File: config.mk
export PLATFORM = sky130hd
export DESIGN_NAME = bus_pattern_chk_ch
export DESIGN_NICKNAME = d
export VERILOG_FILES = /design/src/rtl/bus_chk_pkg.sv /design/src/rtl/bus_pattern_chk_ch.sv
export SDC_FILE = /design/constraint.sdc
export NUM_CORES = 1
export LEC_CHECK = 0
export CAP_MARGIN = 20
export CORE_UTILIZATION = 40
export DETAILED_ROUTE_END_ITERATION = 12
export DONT_BUFFER_PORTS = 1
export PLACE_DENSITY = 0.61
export SYNTH_ARGS = -nofsm -noshare
export SYNTH_HDL_FRONTEND = slang
export SYNTH_SLANG_ARGS = --single-unit
File: constraint.sdc
create_clock -name clk -period 2.7 [get_ports clk]
set_input_delay 0.27 -clock clk [delete_from_list [all_inputs] [get_ports clk]]
set_output_delay 0.27 -clock clk [all_outputs]
set_load 0.01 [all_outputs]
File: src/rtl/bus_chk_pkg.sv
// Shared types and helpers for the bus pattern checker.
// Checker FSM states and a saturating add used by the per-channel and total counters.
package bus_chk_pkg;

  typedef enum logic [1:0] {
    CHK_IDLE    = 2'd0,
    CHK_ARMED   = 2'd1,
    CHK_TRIPPED = 2'd2
  } chk_state_t;

  // Operands are zero-extended to 32 bits by the caller, so counters up to 32 bits wide are supported.
  function automatic logic [31:0] sat_inc(input logic [31:0] val,
                                          input logic [31:0] inc,
                                          input logic [31:0] max_val);
    logic [32:0] sum;
    sum = {1'b0, val} + {1'b0, inc};
    if (sum >= {1'b0, max_val}) begin
      return max_val;
    end
    return sum[31:0];
  endfunction

endpackage

File: src/rtl/bus_pattern_chk_ch.sv
// One monitored channel: violation detect, registered pulse, sticky flag,
// saturating error counter and capture of the first offending word.
module bus_pattern_chk_ch #(
  parameter int                DATA_W  = 32,
  parameter logic [DATA_W-1:0] MASK    = DATA_W'(32'h60),
  parameter logic [DATA_W-1:0] ILLEGAL = DATA_W'(32'h60),
  parameter bit                X_CHECK = 1'b1,
  parameter int                CNT_W   = 16
) (
  input  logic              clk,
  input  logic              rst_i,
  input  logic              clr_i,
  input  logic              chk_en_i,
  input  logic              valid_i,
  input  logic [DATA_W-1:0] data_i,
  output logic              viol_o,
  output logic              err_pulse_o,
  output logic              err_sticky_o,
  output logic [CNT_W-1:0]  err_cnt_o,
  output logic [DATA_W-1:0] first_data_o
);
  import bus_chk_pkg::*;

  localparam logic [DATA_W-1:0] ILL_M   = ILLEGAL & MASK;
  localparam logic [CNT_W-1:0]  CNT_MAX = '1;

  logic [DATA_W-1:0] masked;
  logic              hit;

  logic              pulse_q,  pulse_d;
  logic              sticky_q, sticky_d;
  logic [CNT_W-1:0]  cnt_q,    cnt_d;
  logic [DATA_W-1:0] first_q,  first_d;

  assign masked = data_i & MASK;

  always_comb begin
    hit = (masked === ILL_M);
`ifndef SYNTHESIS
    // Unknown masked bits count as a violation when X checking is enabled.
    if (X_CHECK && ((^masked) === 1'bx)) begin
      hit = 1'b1;
    end
`endif
  end

  assign viol_o = chk_en_i & valid_i & hit;

  always_comb begin
    pulse_d  = viol_o;
    sticky_d = sticky_q;
    cnt_d    = cnt_q;
    first_d  = first_q;
    if (viol_o) begin
      sticky_d = 1'b1;
      cnt_d    = CNT_W'(sat_inc(32'(cnt_q), 32'd1, 32'(CNT_MAX)));
      if (!sticky_q) begin
        first_d = data_i;
      end
    end
    if (clr_i) begin
      pulse_d  = 1'b0;
      sticky_d = 1'b0;
      cnt_d    = '0;
      first_d  = '0;
    end
  end

  always_ff @(posedge clk) begin
    if (rst_i) begin
      pulse_q  <= 1'b0;
      sticky_q <= 1'b0;
      cnt_q    <= '0;
      first_q  <= '0;
    end else begin
      pulse_q  <= pulse_d;
      sticky_q <= sticky_d;
      cnt_q    <= cnt_d;
      first_q  <= first_d;
    end
  end

  assign err_pulse_o  = pulse_q;
  assign err_sticky_o = sticky_q;
  assign err_cnt_o    = cnt_q;
  assign first_data_o = first_q;

endmodule

Word level (Yosys, flattened, before mapping)
Cells that the tools add are included.
{ "op_classes": {"n_div": 0, "bitwise_logic": 3, "n_mux": 4, "n_lt_le_gt_ge": 1, "shifts": 0, "eq_ne": 1, "multipliers": 0, "add_sub_neg": 1, "n_reduce_logical": 2} }
{ "op_table": {"columns": ["operator", "count"], "rows": [
  ["$mux W16", 2],
  ["$add A16 B1 Y17 const B", 1],
  ["$ge A17 B16 Y1 const B", 1],
  ["$and A1 B1 Y1", 2],
  ["$eqx A2 B2 Y1 const B", 1],
  ["$mux W1", 2],
  ["$reduce_and A2 Y1", 1],
  ["$reduce_or A2 Y1", 1],
  ["$not A1 Y1", 1]
]} }
{ "word_totals": {"in_bits": 37, "regBits": 50, "ramBits": 0, "rom_bits": 0, "wordCells": 16, "latchBits": 0, "out_inout_bits": 51, "memories": 0} }

Longest topological paths before layout
Gate-level depths: netlist (run 1).
{ "depth": {"word_depth": 5, "ltp_mapped": 7, "depth_no_buf": 7} }

Worst setup path after synthesis (run 1)
OpenSTA, ideal clock, no wires.
{ "synth_path": {"kind": "register -> register", "start": "register cnt_q[0], in the netlist err_cnt_o[0]", "end": "register cnt_q[10], in the netlist err_cnt_o[10]", "path_stages_with_launch": 8, "required_ns": 2.627, "setup_slack_ns": 0.807, "t_arrival_ns": 1.820, "synth_period_minus_slack_ns": 1.893, "path_buffers": 0, "setup_ns": 0.073, "cell_sequence": "dfxtp_1 -> ha_1 -> nand3_1 -> nor2_1 -> nand3_1 -> and2_1 -> and2b_2 -> nor3_2"} }
{ "synth_between": {"elab_chain_cells": 5} }
{ "synth_lines": {"columns": ["element", "line", "text"], "rows": [
  ["start: declaration", "bus_pattern_chk_ch.sv:32", "logic [CNT_W-1:0] cnt_q, cnt_d;"],
  ["start signal: assignment", "bus_pattern_chk_ch.sv:78", "cnt_q <= cnt_d;"],
  ["$add A16 B1 Y17 *", "bus_chk_pkg.sv:16", "sum = {1'b0, val} + {1'b0, inc};"],
  ["$ge A17 B16 Y1", "bus_chk_pkg.sv:17", "if (sum >= {1'b0, max_val}) begin"],
  ["$mux W1", "bus_chk_pkg.sv:17", null],
  ["$mux W1", "bus_pattern_chk_ch.sv:54", "if (viol_o) begin"],
  ["$mux W16 *", "bus_chk_pkg.sv:20", "return sum[31:0];"]
]} }
Every way passes the cells marked *; elsewhere a longest branch is shown, timed or not. The select of a mux whose other input is x is not followed.
A chain may end at the register's enable or synchronous reset.

Worst setup path after layout (run 1)
Ends and elaborated chain as after synthesis.

==> results.yml, run 1 <==
worst_setup_path:
  required_ns: 2.93
  critPathLaunchType: "register"
  cp.arrival_ns: 2.55
  cp-end-kind: "register"
  crit_path_max_incr_delay_ns: 0.52
  crit_chain: "ha_1 > nand3_1 > nor2_1 > nand3_1 > and2_1 > and2b_2 > nor3_2"
  reg2regPathDepth: 7
  cpMostUsedCell: "nand3_1"
  crit_type: "reg -> reg"
  cp_max_fo: 9
  r2r_slack_ns: 0.38
  r2r_start: "err_cnt_o[0]"
  critical_path.slowest_cell: "dfxtp_1"
  r2r-end: "err_cnt_o[10]"
die:
  start_util: 0.422
  chipHeight_um: 75.8
  io_pins: 88
  die_area_mm2: 0.00575
  die_x_um: 75.8
  coreArea_mm2: 0.00517
  rows: 26
timing:
  setup_violations: 0
  max_freq_mhz: 431
  worst_pin_slew_ns: 0.825
  fin_tns_setup_ns: 0
  fin_crit_sh: 0.860
  slew_viol_final: 0
  post-route-min-period_ns: 2.32
  clock-skew-final_ns: 0.0105
  relSlewSlack: 0.450
  hold_viol: 0
  rsz0062_at_grt: "no"
route:
  routedWlPerCell_um: 15.4
  drc: 0
  routed.top_layer: "met4"
  met3WireLength_um: 473
  vias_per_cell: 5.53
  num_vias: 1858
  ant_nets: 0
  drt_iter0_drc: 90
  dr.pass1.iters: 4
  wl_met2_um: 2400
  drt-met1-wl_um: 2230
  routed_wl_um: 5170
pwr:
  p_switching_mw: 0.277
  powerDensity_mw_per_mm2: 519
  leakage_nw: 0.709
  peakVddDrop_mv: 0.187
  power_frac_seq: 0.622
  p_int_mw: 0.927
  p_sw_frac: 0.230
  clockPowerShare: 0.350
  combPwrFrac: 0.028
grt:
  grt_use_total: 0.178
  antenna_found_initial: 0
  grt_max_degree: 45
  grt_pass1_wl_um: 7610
  grt_overflow: 0
  grt_pass1_vias: 1536
yosys:
  synthMuxAreaShare: 0
  synthAdderAreaFrac: 0.0115
  synth_area_mm2: 0.00218
  synth-seq-area-share: 0.459
  synth_xor_area_frac: 0.0161
  syn_nets: 306
  synth_top_family_by_area: "simple AND/OR/NAND/NOR gates"
  netlist_instances: 267
  synth_compound_area_frac: 0.188
  synth-seq-cells: 50
  synthArstFlopShare: 0
  ys.flop_type: "dfxtp_1"
  synth_cell_types: 44
  synth_warnings: 0
  synth_edf_count: 0
  synth-simple-area-share: 0.274
  syn_avg_cell_area_um2: 8.17
cts:
  cts_resized: 0
  cts_setup_buffers: 0
  root_buffer: "clkbuf_8"
  clkLatencyLatePin_ns: 0.30
  cts_sinks: 50
  cts_inserted_buffers: 5
  hold_buffers: 0
  cts_max_level: 2
  cts_tree: "done"
  clockBufferDepth: 2
  path_clk_slew_ns: 0.09
finish:
  syn_to_final_growth_pct: 6.48
  nFillCells: 529
  final_util: 0.449
  multi_input_area_mm2: 0.00107
  diodes: 0
  drive_gt1_frac: 0.102
  nNetsFinal: 305
  area.sequential_mm2: 0.00100
min_path:
  min_path_type: "in -> reg"
  hold_path_end: "first_data_o[28]"
  hold_depth: 2
  hold_start: "data_i[28]"
run_status:
  outcome: "complete, no violations"
flow_run:
  maxCapViolCount: 0
place:
  place_congestion: 0.802
  hpwl_um: 3650
  port_buffers: 0
[cell type report]
class	instances	area share
Timing Repair Buffer	8	0.0259
Multi-Input combinational cell	196	0.461
Sequential cell	50	0.431
Tap cell	70	0.0377
Clock buffer	5	0.0296
Inverter	5	0.00808
Clock inverter	2	0.00647
[cell usage after synthesis (2+ instances only)]
master	instances	area [um2]
o21ai_0	9	45.0
nand2_1	66	248
nand3_1	4	20.0
nor2_1	18	67.6
nand4b_1	2	17.5
ha_1	2	25.0
a211oi_1	3	22.5
nand4_1	3	18.8
xnor2_1	3	26.3
a311oi_1	3	26.3
inv_1	5	18.8
nor3_1	7	35.0
o2111ai_1	2	17.5
clkbuf_1	11	41.3
a41oi_1	2	17.5
o31ai_1	2	15.0
buf_4	2	15.0
a31oi_1	8	50.1
dfxtp_1	50	1000
a21oi_1	39	195
and3_1	3	18.8
[metal layers]
metal  vias to the layer above  track usage
li1                        928            -
met1                       847        0.241
met2                        76        0.266
met3                         7       0.0450
met4                         0       0.0761
met5                         -            0
[power by group through the flow]
| stage | sequential [mW] | clock, mW | combinational, mW |
|---|---|---|---|
| after floorplan | 0.765 | 0 | 0.0279 |
| after global placement | 0.766 | 0 | 0.0346 |
| after detailed placement | 0.766 | 0 | 0.0344 |
| after CTS | 0.749 | 0.439 | 0.0345 |
| after global routing | 0.750 | 0.468 | 0.0386 |
| final | 0.748 | 0.422 | 0.0338 |
[metrics by stage]
step / setup WS (ns) / power [mW] / cell area [um2] / cells / hold slack, ns
5_1_grt: 0.211 / 1.26 / 2320 / 336 / 0.0784
6_report: 0.378 / 1.20 / 2320 / 336 / 0.0896
3_3_place_gp: 0.540 / 0.800 / 2240 / 329 / 0.409
3_5_place_dp: 0.455 / 0.800 / 2240 / 329 / 0.413
4_1_cts: 0.429 / 1.22 / 2320 / 336 / 0.0791
2_1_floorplan: 0.807 / 0.792 / 2180 / 267 / 0.406
[cell families (layout without fill, tap and decap cells)]
kind of cell	count (synthesis)	after routing
compound gates	70	70
buf+inv	21	20
flops	50	50
xor+xnor	4	4
fa+ha+maj	2	2
simple gates	120	120
[state kept, by name, summed over array words and instances (netlist names)]
register	count
err_cnt_o	16
err_pulse_o	1
err_sticky_o	1
first_data_o	32
[cell usage in the layout, fill, tap and decap left out, drive strengths merged, types with 5 or more instances in the layout]
cell type,netlist,layout
nand2,66,66
dfxtp,50,50
a21oi,39,39
nor2,18,18
o21ai,9,9
a31oi,8,8
buf,2,8
nor3,8,8
inv,5,5
clkbuf,12,5
nand3,5,5
[worst max path at each step]
stage / endpoint / start / slack [ns]
detailed placement: err_cnt_o[10] / err_cnt_o[0] / 0.46
floorplan: err_cnt_o[10] / err_cnt_o[0] / 0.81
global placement: err_cnt_o[10] / err_cnt_o[0] / 0.54
CTS: err_cnt_o[10] / err_cnt_o[0] / 0.43
finish: err_cnt_o[10] / err_cnt_o[0] / 0.38
global route: err_cnt_o[5] / err_cnt_o[0] / 0.21
[worst max-delay path, delay by kind of cell (launching register included)]
family,cells,cell delay [ns]
adder cells (fa/ha/maj),1,0.34
flip-flops,1,0.52
AND/OR/NAND/NOR,6,1.38
Note: power is estimated with default switching activity, not from simulation.
==> run 2: changes to the inputs <==
--- a/config.mk
+++ b/config.mk
@@ -9,7 +9,6 @@
 export CORE_UTILIZATION = 40
 export DETAILED_ROUTE_END_ITERATION = 12
 export DONT_BUFFER_PORTS = 1
-export PLACE_DENSITY = 0.61
 export SYNTH_ARGS = -nofsm -noshare
 export SYNTH_HDL_FRONTEND = slang
 export SYNTH_SLANG_ARGS = --single-unit
==> results.yml, run 2 (same netlist as run 1, synthesis figures left out) <==
timing:
  max_freq_mhz: 437
  fin_tns_setup_ns: 0
  worst_pin_slew_ns: 0.826
  setup_violations: 0
  fin_crit_sh: 0.848
  clock-skew-final_ns: 0.00515
  post-route-min-period_ns: 2.29
  rsz0062_at_grt: "no"
  relSlewSlack: 0.449
  slew_viol_final: 0
  hold_viol: 0
flow_run:
  maxCapViolCount: 0
cts:
  cts_setup_buffers: 0
  root_buffer: "clkbuf_8"
  cts_sinks: 50
  cts_max_level: 2
  cts_tree: "done"
  cts_resized: 0
  cts_inserted_buffers: 5
  path_clk_slew_ns: 0.09
  hold_buffers: 0
  clkLatencyLatePin_ns: 0.30
  clockBufferDepth: 2
worst_setup_path:
  critPathLaunchType: "register"
  required_ns: 2.93
  r2r_start: "err_cnt_o[0]"
  cp_max_fo: 9
  worstSetupEndpoint: "err_cnt_o[10]"
  cp-end-kind: "register"
  cp.arrival_ns: 2.52
  r2r_slack_ns: 0.41
  critPathLaunch: "err_cnt_o[0]"
  crit_type: "reg -> reg"
  reg2regPathDepth: 7
  r2r-end: "err_cnt_o[10]"
die:
  io_pins: 88
  die_area_mm2: 0.00575
  coreArea_mm2: 0.00517
  die_x_um: 75.8
  start_util: 0.422
  chipHeight_um: 75.8
  rows: 26
pwr:
  powerDensity_mw_per_mm2: 522
  peakVddDrop_mv: 0.245
  leakage_nw: 0.712
grt:
  grt_use_total: 0.178
  antenna_found_initial: 0
  grt_max_degree: 45
  grt_pass1_wl_um: 7690
  grt_pass1_vias: 1582
  grt_overflow: 0
finish:
  diodes: 0
  mostFrequentLayoutCells: "nand2_1, dfxtp_1, a21oi_1"
  drive_gt1_frac: 0.0981
  nNetsFinal: 304
  syn_to_final_growth_pct: 6.08
  fin_cells: 335
  layout_commonest_cell: "nand2_1"
  largest_register_ffs: 32
place:
  hpwl_um: 3630
  port_buffers: 0
  place_inst: 328
  place_congestion: 0.835
route:
  routed_wl_um: 5140
  drt-met1-wl_um: 2280
  drt_iter0_drc: 83
  wl_met2_um: 2330
  vias_per_cell: 5.54
  dr.pass1.iters: 4
  routed.top_layer: "met4"
  met3WireLength_um: 463
  ant_nets: 0
  num_vias: 1856
  drc: 0
  routedWlPerCell_um: 15.4
min_path:
  min_path_type: "in -> reg"
run_status:
  outcome: "complete, no violations"
-- run 2: cell count changes in the layout (fill, tap and decap cells not counted), sizes merged --
cell	change
buf	-1
inv	+1
clkinvlp	-2
clkinv	+1
-- run 2: area by class of cell --
| type | count | area [um2] |
|---|---|---|
| clock buffer | 5 | 68.8 |
| clock inverter | 2 | 13.8 |
| fill | 517 | 2860 |
| inverter | 5 | 18.8 |
| multi-input combinational | 196 | 1070 |
| sequential | 50 | 1000 |
| tap | 70 | 87.6 |
| timing repair buffer | 7 | 52.6 |
-- run 2: worst min-delay path by stage --
stage | cells past startpoint | from | slack (ns) | endpoint
global route | 2 | data_i[10] | 0.09 | first_data_o[10]
finish | 2 | data_i[2] | 0.1 | first_data_o[2]
detailed placement | 2 | data_i[20] | 0.41 | first_data_o[20]
CTS | 2 | data_i[3] | 0.09 | first_data_o[3]
global placement | 2 | data_i[28] | 0.41 | first_data_o[28]
floorplan | 2 | data_i[0] | 0.41 | first_data_o[0]
-- run 2: layer usage --
metal | global-route usage | up-vias
met2 | 0.278 | 67
li1 | - | 930
met3 | 0.0688 | 7
met4 | 0.0576 | 0
met1 | 0.225 | 852
met5 | 0 | -
-- run 2: per-stage QoR --
step                      instance area (um2)  utilization  total power, mW  setup slack [ns]  hold WS (ns)
after floorplan                          2180            -            0.792             0.807         0.406
after global placement                   2230        0.431            0.800             0.521         0.409
after detailed placement                 2230        0.431            0.801             0.426         0.412
after CTS                                2310        0.447             1.23             0.404        0.0851
after global routing                     2310        0.447             1.26             0.193        0.0896
final                                    2310        0.447             1.21             0.410        0.0964
-- run 2: critical path, cell delays in order, from the launching register on --
cell and delay [ns]:
dfxtp_1 0.53, ha_1 0.36, nand3_1 0.20, nor2_1 0.30
nand3_1 0.29, and2_1 0.27, and2b_2 0.19, nor3_2 0.08
-- run 2: power by group --
group	switching (mW)	total (mW)	leakage [nW]	internal (mW)
clock network	0.245	0.425	0.0444	0.180
registers	0.00650	0.748	0.403	0.742
logic	0.0267	0.0344	0.264	0.00769
